File: src/rtl/cpu_pkg.sv
// Shared constants, state encodings and width helpers for the arbitration slice.
package cpu_pkg;

   localparam int DEF_WIDTH    = 32;
   localparam int DEF_CHANNELS = 4;

   typedef enum logic {
      ST_EMPTY = 1'b0,
      ST_FULL  = 1'b1
   } out_state_t;

   typedef enum logic {
      ARB_RR     = 1'b0,
      ARB_LOCKED = 1'b1
   } arb_mode_t;

   function automatic int clog2(input int value);
      int r;
      r = 0;
      while ((1 << r) < value) r++;
      return r;
   endfunction

   // A single-bit index is still needed when clog2 collapses to zero.
   function automatic int sel_width(input int channels);
      return (clog2(channels) < 1) ? 1 : clog2(channels);
   endfunction

endpackage

File: src/rtl/rr_arbiter.sv
// Round-robin grant search: the first requester after last_grant, wrapping modulo CHANNELS.
module rr_arbiter
   import cpu_pkg::*;
#(
   parameter int  CHANNELS = DEF_CHANNELS,
   localparam int SEL_W    = sel_width(CHANNELS)
) (
   input  logic [CHANNELS-1:0] req,
   input  logic [SEL_W-1:0]    last_grant,
   output logic [CHANNELS-1:0] grant_onehot,
   output logic [SEL_W-1:0]    grant_idx,
   output logic                any
);

   // Each channel gets a priority distance from last_grant; the smallest requesting one wins.
   always_comb begin
      int best;
      best      = CHANNELS;
      grant_idx = '0;
      for (int j = 0; j < CHANNELS; j++) begin
         int d;
         d = j + CHANNELS - 1 - int'(last_grant);
         if (d >= CHANNELS) d = d - CHANNELS;
         if (req[j] && (d < best)) begin
            best      = d;
            grant_idx = SEL_W'(j);
         end
      end
      any = (best < CHANNELS);
   end

   always_comb begin
      grant_onehot = '0;
      for (int j = 0; j < CHANNELS; j++) begin
         grant_onehot[j] = any && (grant_idx == SEL_W'(j));
      end
   end

endmodule

File: src/rtl/rr_arb_mux.sv
// Round-robin N:1 stream mux with a single registered output stage.
// Optional packet locking is enabled by defining RR_ARB_MUX_LOCK_EN.
module rr_arb_mux
   import cpu_pkg::*;
#(
   parameter int  WIDTH    = DEF_WIDTH,
   parameter int  CHANNELS = DEF_CHANNELS,
   localparam int SEL_W    = sel_width(CHANNELS)
) (
   input  logic                      clk,
   input  logic                      rst_n,
   input  logic [CHANNELS-1:0]       in_valid,
   input  logic [CHANNELS*WIDTH-1:0] in_data,
   input  logic [CHANNELS-1:0]       in_last,
   output logic [CHANNELS-1:0]       in_ready,
   output logic                      out_valid,
   input  logic                      out_ready,
   output logic [WIDTH-1:0]          out_data,
   output logic [SEL_W-1:0]          out_chan
);

   out_state_t          out_state;
   logic [SEL_W-1:0]    last_grant;
   logic [CHANNELS-1:0] req;
   logic [CHANNELS-1:0] grant_onehot;
   logic [SEL_W-1:0]    grant_idx;
   logic                grant_any;
   logic                load;
   logic                transfer;
   logic [WIDTH-1:0]    sel_data;

`ifdef RR_ARB_MUX_LOCK_EN
   arb_mode_t           arb_mode;
   logic [CHANNELS-1:0] lock_mask;
   logic                grant_last;

   always_comb begin
      for (int j = 0; j < CHANNELS; j++) begin
         lock_mask[j] = (last_grant == SEL_W'(j));
      end
   end

   // While locked only the owning channel may compete.
   assign req        = (arb_mode == ARB_LOCKED) ? (in_valid & lock_mask) : in_valid;
   assign grant_last = |(in_last & grant_onehot);

   always_ff @(posedge clk or negedge rst_n) begin
      if (!rst_n) begin
         arb_mode <= ARB_RR;
      end else if (transfer) begin
         arb_mode <= grant_last ? ARB_RR : ARB_LOCKED;
      end
   end
`else
   logic unused_last;

   assign req         = in_valid;
   assign unused_last = ^in_last;
`endif

   rr_arbiter #(
      .CHANNELS (CHANNELS)
   ) u_arbiter (
      .req          (req),
      .last_grant   (last_grant),
      .grant_onehot (grant_onehot),
      .grant_idx    (grant_idx),
      .any          (grant_any)
   );

   // Ready is gated by rst_n so no channel sees an accept while reset is asserted.
   assign load      = (out_state == ST_EMPTY) || out_ready;
   assign in_ready  = grant_onehot & {CHANNELS{load & rst_n}};
   assign transfer  = grant_any & load & rst_n;
   assign out_valid = (out_state == ST_FULL);

   always_comb begin
      sel_data = '0;
      for (int j = 0; j < CHANNELS; j++) begin
         if (grant_onehot[j]) sel_data = sel_data | in_data[j*WIDTH +: WIDTH];
      end
   end

   // Output stage: capture on transfer, drain to EMPTY when consumed with nothing new.
   always_ff @(posedge clk or negedge rst_n) begin
      if (!rst_n) begin
         out_state  <= ST_EMPTY;
         out_data   <= '0;
         out_chan   <= '0;
         last_grant <= SEL_W'(CHANNELS - 1);
      end else if (transfer) begin
         out_state  <= ST_FULL;
         out_data   <= sel_data;
         out_chan   <= grant_idx;
         last_grant <= grant_idx;
      end else if (out_ready) begin
         out_state  <= ST_EMPTY;
      end
   end

endmodule

File: config.mk
export PLATFORM = sky130hd
export DESIGN_NAME = rr_arb_mux
export DESIGN_NICKNAME = d
export VERILOG_FILES = /design/src/rtl/cpu_pkg.sv /design/src/rtl/rr_arbiter.sv /design/src/rtl/rr_arb_mux.sv
export SDC_FILE = /design/constraint.sdc
export NUM_CORES = 1
export LEC_CHECK = 0
export CORE_UTILIZATION = 42
export DETAILED_ROUTE_END_ITERATION = 10
export PLACE_DENSITY_LB_ADDON = 0.05
export RECOVER_POWER = 100
export SYNTH_ARGS = -nofsm -noshare
export SYNTH_HDL_FRONTEND = slang
export SYNTH_SLANG_ARGS = --single-unit
File: constraint.sdc
create_clock -name clk -period 13.48 [get_ports clk]
set_clock_uncertainty 0.1 [all_clocks]
set_input_delay 2.696 -clock clk [delete_from_list [all_inputs] [get_ports clk]]
set_output_delay 2.696 -clock clk [all_outputs]
set_load 0.005 [all_outputs]
### Yosys cells after proc, flatten, opt, wreduce, memory -nomap -nowiden

Cells that the tools add are included.
W data, S select, Z words.

| storage, ports and cells | value |
|---|---|
| output and inout port bits | 39 |
| input port bits | 139 |
| flip-flop bits (word level) | 37 |
| logic and storage cells | 60 |

| operators by class | value |
|---|---|
| bitwise gates (word level) | 8 |
| equal/unequal tests | 3 |
| multiplexer cells | 17 |
| add/sub/neg operators | 8 |
| reductions and logical operators | 11 |
| magnitude comparators | 9 |

Operator list:

| cell | count |
|---|---|
| $mux W32 | 12 |
| $ge A32 B4 Y1 const B | 4 |
| $sub A32 B4 Y32 const B | 4 |
| $lt A32 B32 Y1 | 3 |
| $or A32 B32 Y32 | 3 |
| $lt A32 B4 Y1 const B | 2 |
| $sub A3 B2 Y4 const A | 3 |
| $logic_and A1 B1 Y1 | 8 |
| $and A4 B4 Y4 | 1 |
| $eq A2 B2 Y1 const B | 2 |
| $mux W2 | 2 |
| $and A1 B1 Y1 | 3 |
| $mux W1 | 3 |
| $sub A2 B2 Y3 const A | 1 |
| $eq A2 B1 Y1 const B | 1 |
| $logic_not A2 Y1 | 1 |
| $reduce_bool A2 Y1 | 1 |
| $logic_or A1 B1 Y1 | 1 |
| $not A1 Y1 | 1 |

### Longest topological paths before layout

| logic depth | value |
|---|---|
| word-level depth | 24 |
| gate-level depth with buffers | 28 |

### Modules after synthesis

Synthesis repeated with hierarchy kept, for this count alone.

| unflattened totals | value |
|---|---|
| cell total of the unflattened synthesis | 261 |
| area total of the unflattened synthesis | 2668.8 um^2 |

Modules (own cells, without submodules):

| module | times used | area each (um^2) | cells an instance |
|---|---|---|---|
| rr_arb_mux | 1 | 2174.6 | 195 |
| rr_arbiter | 1 | 494.2 | 66 |

### Least setup slack after synthesis

No wires, ideal clock.

| path | value |
|---|---|
| kind | in2out |
| from | input in_valid[0] |
| to | output in_ready[1] |
| data required time | 10.684 ns |
| arrival | 6.767 ns |
| slack | 3.917 ns |
| buffers on the path | 3 |
| stages | 21 |
| cell sequence | nand2_1 > ha_1 > nand2_1 > o211a_1 > or2_2 > clkbuf_1 > nor2_1 > a21oi_1 > ha_1 > and2b_1 > o21ai_1 > o211ai_2 > buf_2 > nand2_1 > mux2_2 > ha_1 > and3_1 > o211ai_2 > a211oi_4 > buf_6 > and3_1 |

| on the way | value |
|---|---|
| cells in the longest elaborated chain, start to end | 14 |

RTL lines:

| item | RTL line | text |
|---|---|---|
| start: declaration | rr_arb_mux.sv:12 | `input logic [CHANNELS-1:0] in_valid,` |
| $logic_and A1 B1 Y1 * | rr_arbiter.sv:24 | `if (req[j] && (d < best)) begin` |
| $mux W32 * | rr_arbiter.sv:24 |  |
| $lt A32 B32 Y1 | rr_arbiter.sv:24 |  |
| $logic_and A1 B1 Y1 | rr_arbiter.sv:24 |  |
| $mux W32 | rr_arbiter.sv:24 |  |
| $lt A32 B32 Y1 | rr_arbiter.sv:24 |  |
| $logic_and A1 B1 Y1 | rr_arbiter.sv:24 |  |
| $mux W32 | rr_arbiter.sv:24 |  |
| $lt A32 B32 Y1 | rr_arbiter.sv:24 |  |
| $logic_and A1 B1 Y1 | rr_arbiter.sv:24 |  |
| $mux W32 or $mux W2 (tied branches) | rr_arbiter.sv:24 |  |
| $lt A32 B4 Y1 or $eq A2 B1 Y1 (tied branches) | rr_arbiter.sv:29, rr_arbiter.sv:35 |  |
| $logic_and A1 B1 Y1 * | rr_arbiter.sv:35 | `grant_onehot[j] = any && (grant_idx == SEL_W'(j));` |
| $and A4 B4 Y4 * | rr_arb_mux.sv:73 | `assign in_ready = grant_onehot & {CHANNELS{load & rst_n}};` |
| end: declaration | rr_arb_mux.sv:15 | `output logic [CHANNELS-1:0] in_ready,` |

Mark *: on every way between the ends. The rest lies on a longest branch, timed or not.

### Worst setup path in the final report

| path | value |
|---|---|
| from | input in_valid[0] |
| to | output in_ready[0] |

| on the way | value |
|---|---|
| cells in the longest elaborated chain, start to end | 14 |

RTL lines:

| item | RTL line |
|---|---|
| $logic_and A1 B1 Y1 * | rr_arbiter.sv:24 |
| $mux W32 * | rr_arbiter.sv:24 |
| $lt A32 B32 Y1 | rr_arbiter.sv:24 |
| $logic_and A1 B1 Y1 | rr_arbiter.sv:24 |
| $mux W32 | rr_arbiter.sv:24 |
| $lt A32 B32 Y1 | rr_arbiter.sv:24 |
| $logic_and A1 B1 Y1 | rr_arbiter.sv:24 |
| $mux W32 | rr_arbiter.sv:24 |
| $lt A32 B32 Y1 | rr_arbiter.sv:24 |
| $logic_and A1 B1 Y1 | rr_arbiter.sv:24 |
| $mux W32 or $mux W2 (tied branches) | rr_arbiter.sv:24 |
| $lt A32 B4 Y1 or $logic_not A2 Y1 (tied branches) | rr_arbiter.sv:29, rr_arbiter.sv:35 |
| $logic_and A1 B1 Y1 * | rr_arbiter.sv:35 |
| $and A4 B4 Y4 * | rr_arb_mux.sv:73 |

Marks and branches as above.

==> impl_results.md <==
- Outcome: complete, but fails checks
- Violated checks: max-capacitance violations, max-slew violations
- Clock root buffer: sky130_fd_sc_hd__clkbuf_8
- Setup Fix Bufs, Post-CTS: 0
- Post-route cell area: approximately 4900 µm²
- Area of the core: 7250 µm²
- Chip Height: 88.7 µm
- Arrival time at the worst endpoint: 8750 ps
- Maximum number of pins on one net before global-route repair: 65
- Relative slew slack: -52.0%
- Hold buffers post-CTS: 0
- Reg2reg path depth: 24
- Maximum ir drop on the vdd rail: 0.143 mV
- CP Max Fanout: 36
- Number of H-tree branching levels: 2
- Crit path time final: 11540 ps
- Clock buffer count from CTS: 5
- Portion of the clock cycle consumed by the worst path in the final layout: 85.6%
- GR Overflow Total: 0
- Total power divided by cell area: 247 nW/µm²
- Initial core utilization: between 40% and 50%
- CTS max path bufs: 2
- Reg-to-Reg Start: last_grant[0]
- Static leakage power: 1.85 nW
- Count of clock tree sinks: 37
- Worst hold path endpoint: out_chan[0]
- HPWL after detailed placement: about 7700 µm
- Worst-case register-to-register setup slack: 5500 ps
- Critical path class: input pin to primary output
- Top flip-flop cell by instance count after synthesis: sky130_fd_sc_hd__dfrtp_1
- Die Outline Area: between 7000 and 8000 µm²
- Detailed-route DRC error count: 0
- Vias in the first global route: 3731
- Post-cts gate resize count: 0
- Portion of the post-synthesis area used by sequential elements: 29.4%
- Clock input transition at the sequential cells of the worst setup and hold paths: 80 ps
- Async set or reset register ratio after synthesis: 100%
- DRC violation total after the first TritonRoute iteration: 210
- Fin. Hold Viols: 0
- DR WL/cell: between 15 and 20 µm
- Critical path endpoint category: primary output
- Aggregate global-route resource usage: 29.6%
- Worst Tran Pin Value: 2280 ps
- Pre-antenna DRT Iters: 4
- Wire length of the first global-routing pass: 18000 µm
- Synth-to-Final Area Change: 55.4%
- Remaining number of nets flagged by the antenna check after routing: 0
- Count of filler cells inserted in the layout: ~650
- Number of distinct library cells after synthesis: 44
- GPL Wtd Cong: 0.843
- Pwr Total: 1.21 mW
- Count of port buffers added during placement: around 170
- Number of antenna violations at the first check in global routing: 0
- MaxCap Viol Count: 2
- Synthesized Nets: 537
- TritonCTS clock tree: done
- Final Util: 67.6%
- Placed Area: 4840 µm²
- Unrepaired setup endpoints after global routing: no
- Data required time of the critical path: 10680 ps
- Net count, final: slightly below 700
- Post-Synthesis Mean Instance Area: 8.21 µm²
- Worst hold path class: flip-flop to flip-flop
- Synthesis Warnings: 0
- Synth Instances: roughly 380
- Peak clock frequency supported by timing: 0.0866 GHz
- Summed negative setup slack over all endpoints: 0 ps
- Critical Path Source Type: input pin
- Min-delay src: out_chan[0]
- Clock latency at the later pin of the worst-skew pair: 290 ps
- Number of vias per cell: between 5 and 6
- Row cnt: 31
- Cell depth of the worst hold path: 1
- Number of enable-type register cells in the synthesized netlist: 0
- Antenna diodes: 0
- Top-Level Pins: 178
- # setup viols final: 0
- Number of slew-limit violations in the final report: between 50 and 60
- Routed Wire Length: 11700 µm
- Routed via count: 3741
- Destination of the worst register-to-register timing path: out_data[23]
- Total standard cell area after synthesis: 3150 µm²
- Die X: just under 90 µm
- Ratio of cells with drive above 1 in the final layout: 4.90%
- Flops & latches, synth: 37
-- cell usage in the layout, fill, tap and decap left out, drive strengths merged, types with 2 or more instances in the layout --
master         synthesis  layout
a211oi                 3       3
clkinv                 0       2
nor3                  32      32
nand4                 32      32
a21o                  34      34
inv                    6       6
nor2                   3       3
o211a                  2       2
dfrtp                 35      35
clkdlybuf4s50          0     133
o211ai                 2       2
a41oi                 32      32
dfstp                  2       2
and2                   7       7
nand2                 39      39
buf                   20       6
ha                    14      14
and3b                  2       2
dlygate4sd3            0      39
a21oi                  4       4
clkbuf                22       9
nand2b                 2       2
o21ai                 36      36
nor2b                  3       3
nand3                 34      34
and3                   5       5
and2b                  2       2
-- Yosys cell counts, types with 2 or more instances --
library cell	number	area, µm²
sky130_fd_sc_hd__a41oi_1	32	280
sky130_fd_sc_hd__and2b_1	2	15.0
sky130_fd_sc_hd__nand4_1	32	200
sky130_fd_sc_hd__dfrtp_1	35	876
sky130_fd_sc_hd__and2_1	7	43.8
sky130_fd_sc_hd__inv_1	5	18.8
sky130_fd_sc_hd__buf_4	2	15.0
sky130_fd_sc_hd__a21o_1	34	255
sky130_fd_sc_hd__nand2_1	39	146
sky130_fd_sc_hd__nor2b_1	3	18.8
sky130_fd_sc_hd__ha_1	14	175
sky130_fd_sc_hd__and3_1	5	31.3
sky130_fd_sc_hd__buf_6	8	90.1
sky130_fd_sc_hd__nor3_1	32	160
sky130_fd_sc_hd__o21ai_0	34	170
sky130_fd_sc_hd__nand3_1	33	165
sky130_fd_sc_hd__and3b_1	2	17.5
sky130_fd_sc_hd__o211ai_2	2	25.0
sky130_fd_sc_hd__dfstp_2	2	52.6
sky130_fd_sc_hd__nand2b_1	2	12.5
sky130_fd_sc_hd__nor2_1	3	11.3
sky130_fd_sc_hd__a21oi_1	4	20.0
sky130_fd_sc_hd__clkbuf_1	22	82.6
sky130_fd_sc_hd__buf_2	10	50.1
-- flip-flops by register name, summed over array words and instances, names as in the netlist --
name        flops
out_chan        2
last_grant      2
out_valid       1
out_data       32
-- where the power goes --
part / internal (mW) / switching, mW / leakage (nW) / total (mW)
logic: 0.377 / 0.541 / 1.38 / 0.918
registers: 0.179 / 0.0348 / 0.423 / 0.214
clock network: 0.0359 / 0.0415 / 0.0450 / 0.0774
total: 0.592 / 0.617 / 1.85 / 1.21
-- cell type report --
cell class | count | area [µm²] | share of cell area [%]
clock inverter | 2 | 10.0 | 0.204
timing repair buffer | 181 | 1780 | 36.3
tap | 99 | 124 | 2.53
multi-input combinational | 299 | 1960 | 40.1
clock buffer | 6 | 72.6 | 1.48
inverter | 6 | 25.0 | 0.511
sequential | 37 | 928 | 18.9
-- worst max-delay path: stages --
cell and delay, ps:
sky130_fd_sc_hd__dlygate4sd3_1 650, sky130_fd_sc_hd__nand2_1 110, sky130_fd_sc_hd__ha_1 310, sky130_fd_sc_hd__nand2_1 70, sky130_fd_sc_hd__o211a_1 280, sky130_fd_sc_hd__or2_2 590, sky130_fd_sc_hd__nor2_1 190, sky130_fd_sc_hd__a21oi_1 80
sky130_fd_sc_hd__ha_1 360, sky130_fd_sc_hd__and2b_1 180, sky130_fd_sc_hd__o21ai_0 330, sky130_fd_sc_hd__o211ai_2 160, sky130_fd_sc_hd__nand2_1 210, sky130_fd_sc_hd__mux2_2 360, sky130_fd_sc_hd__ha_1 280, sky130_fd_sc_hd__and3_1 170
sky130_fd_sc_hd__o211ai_1 190, sky130_fd_sc_hd__a211oi_4 680, sky130_fd_sc_hd__and3_1 260, sky130_fd_sc_hd__dlygate4sd3_1 570
-- metrics by stage --
stage / setup WS (ps) / hold slack (ps) / cells
finish: 1940 / 375 / 630
global route: 1580 / 409 / 630
CTS: 2280 / 386 / 630
detailed placement: 2310 / 368 / 622
global placement: 2500 / 363 / 622
floorplan: 3920 / 370 / 384
-- metal layers --
metal,up-vias,share of wire [%],track usage [%]
met2,184,49,51.2
met1,1774,41,36.2
met4,0,2.4,11.0
met3,27,8.3,6.16
met5,-,0,0
li1,1756,-,-
-- how the worst max path moves through the flow --
stage | slack (ps) | cells past startpoint | start | end
3_5_place_dp | 2310 | 20 | in_valid[0] | in_ready[0]
5_1_grt | 1580 | 20 | in_valid[0] | in_ready[0]
2_1_floorplan | 3920 | 21 | in_valid[0] | in_ready[1]
4_1_cts | 2280 | 20 | in_valid[0] | in_ready[0]
6_report | 1940 | 20 | in_valid[0] | in_ready[0]
3_3_place_gp | 2500 | 20 | in_valid[0] | in_ready[0]
-- cells by family after synthesis --
kind of cell	synth area share (%)
adders and majority gates	5.55
and+or+nand+nor	27.2
AOI/OAI and AO/OA	28.8
DFF	29.4
muxes	0.674
buffers and inverters	8.33
Power figures use the tool's default switching activity.
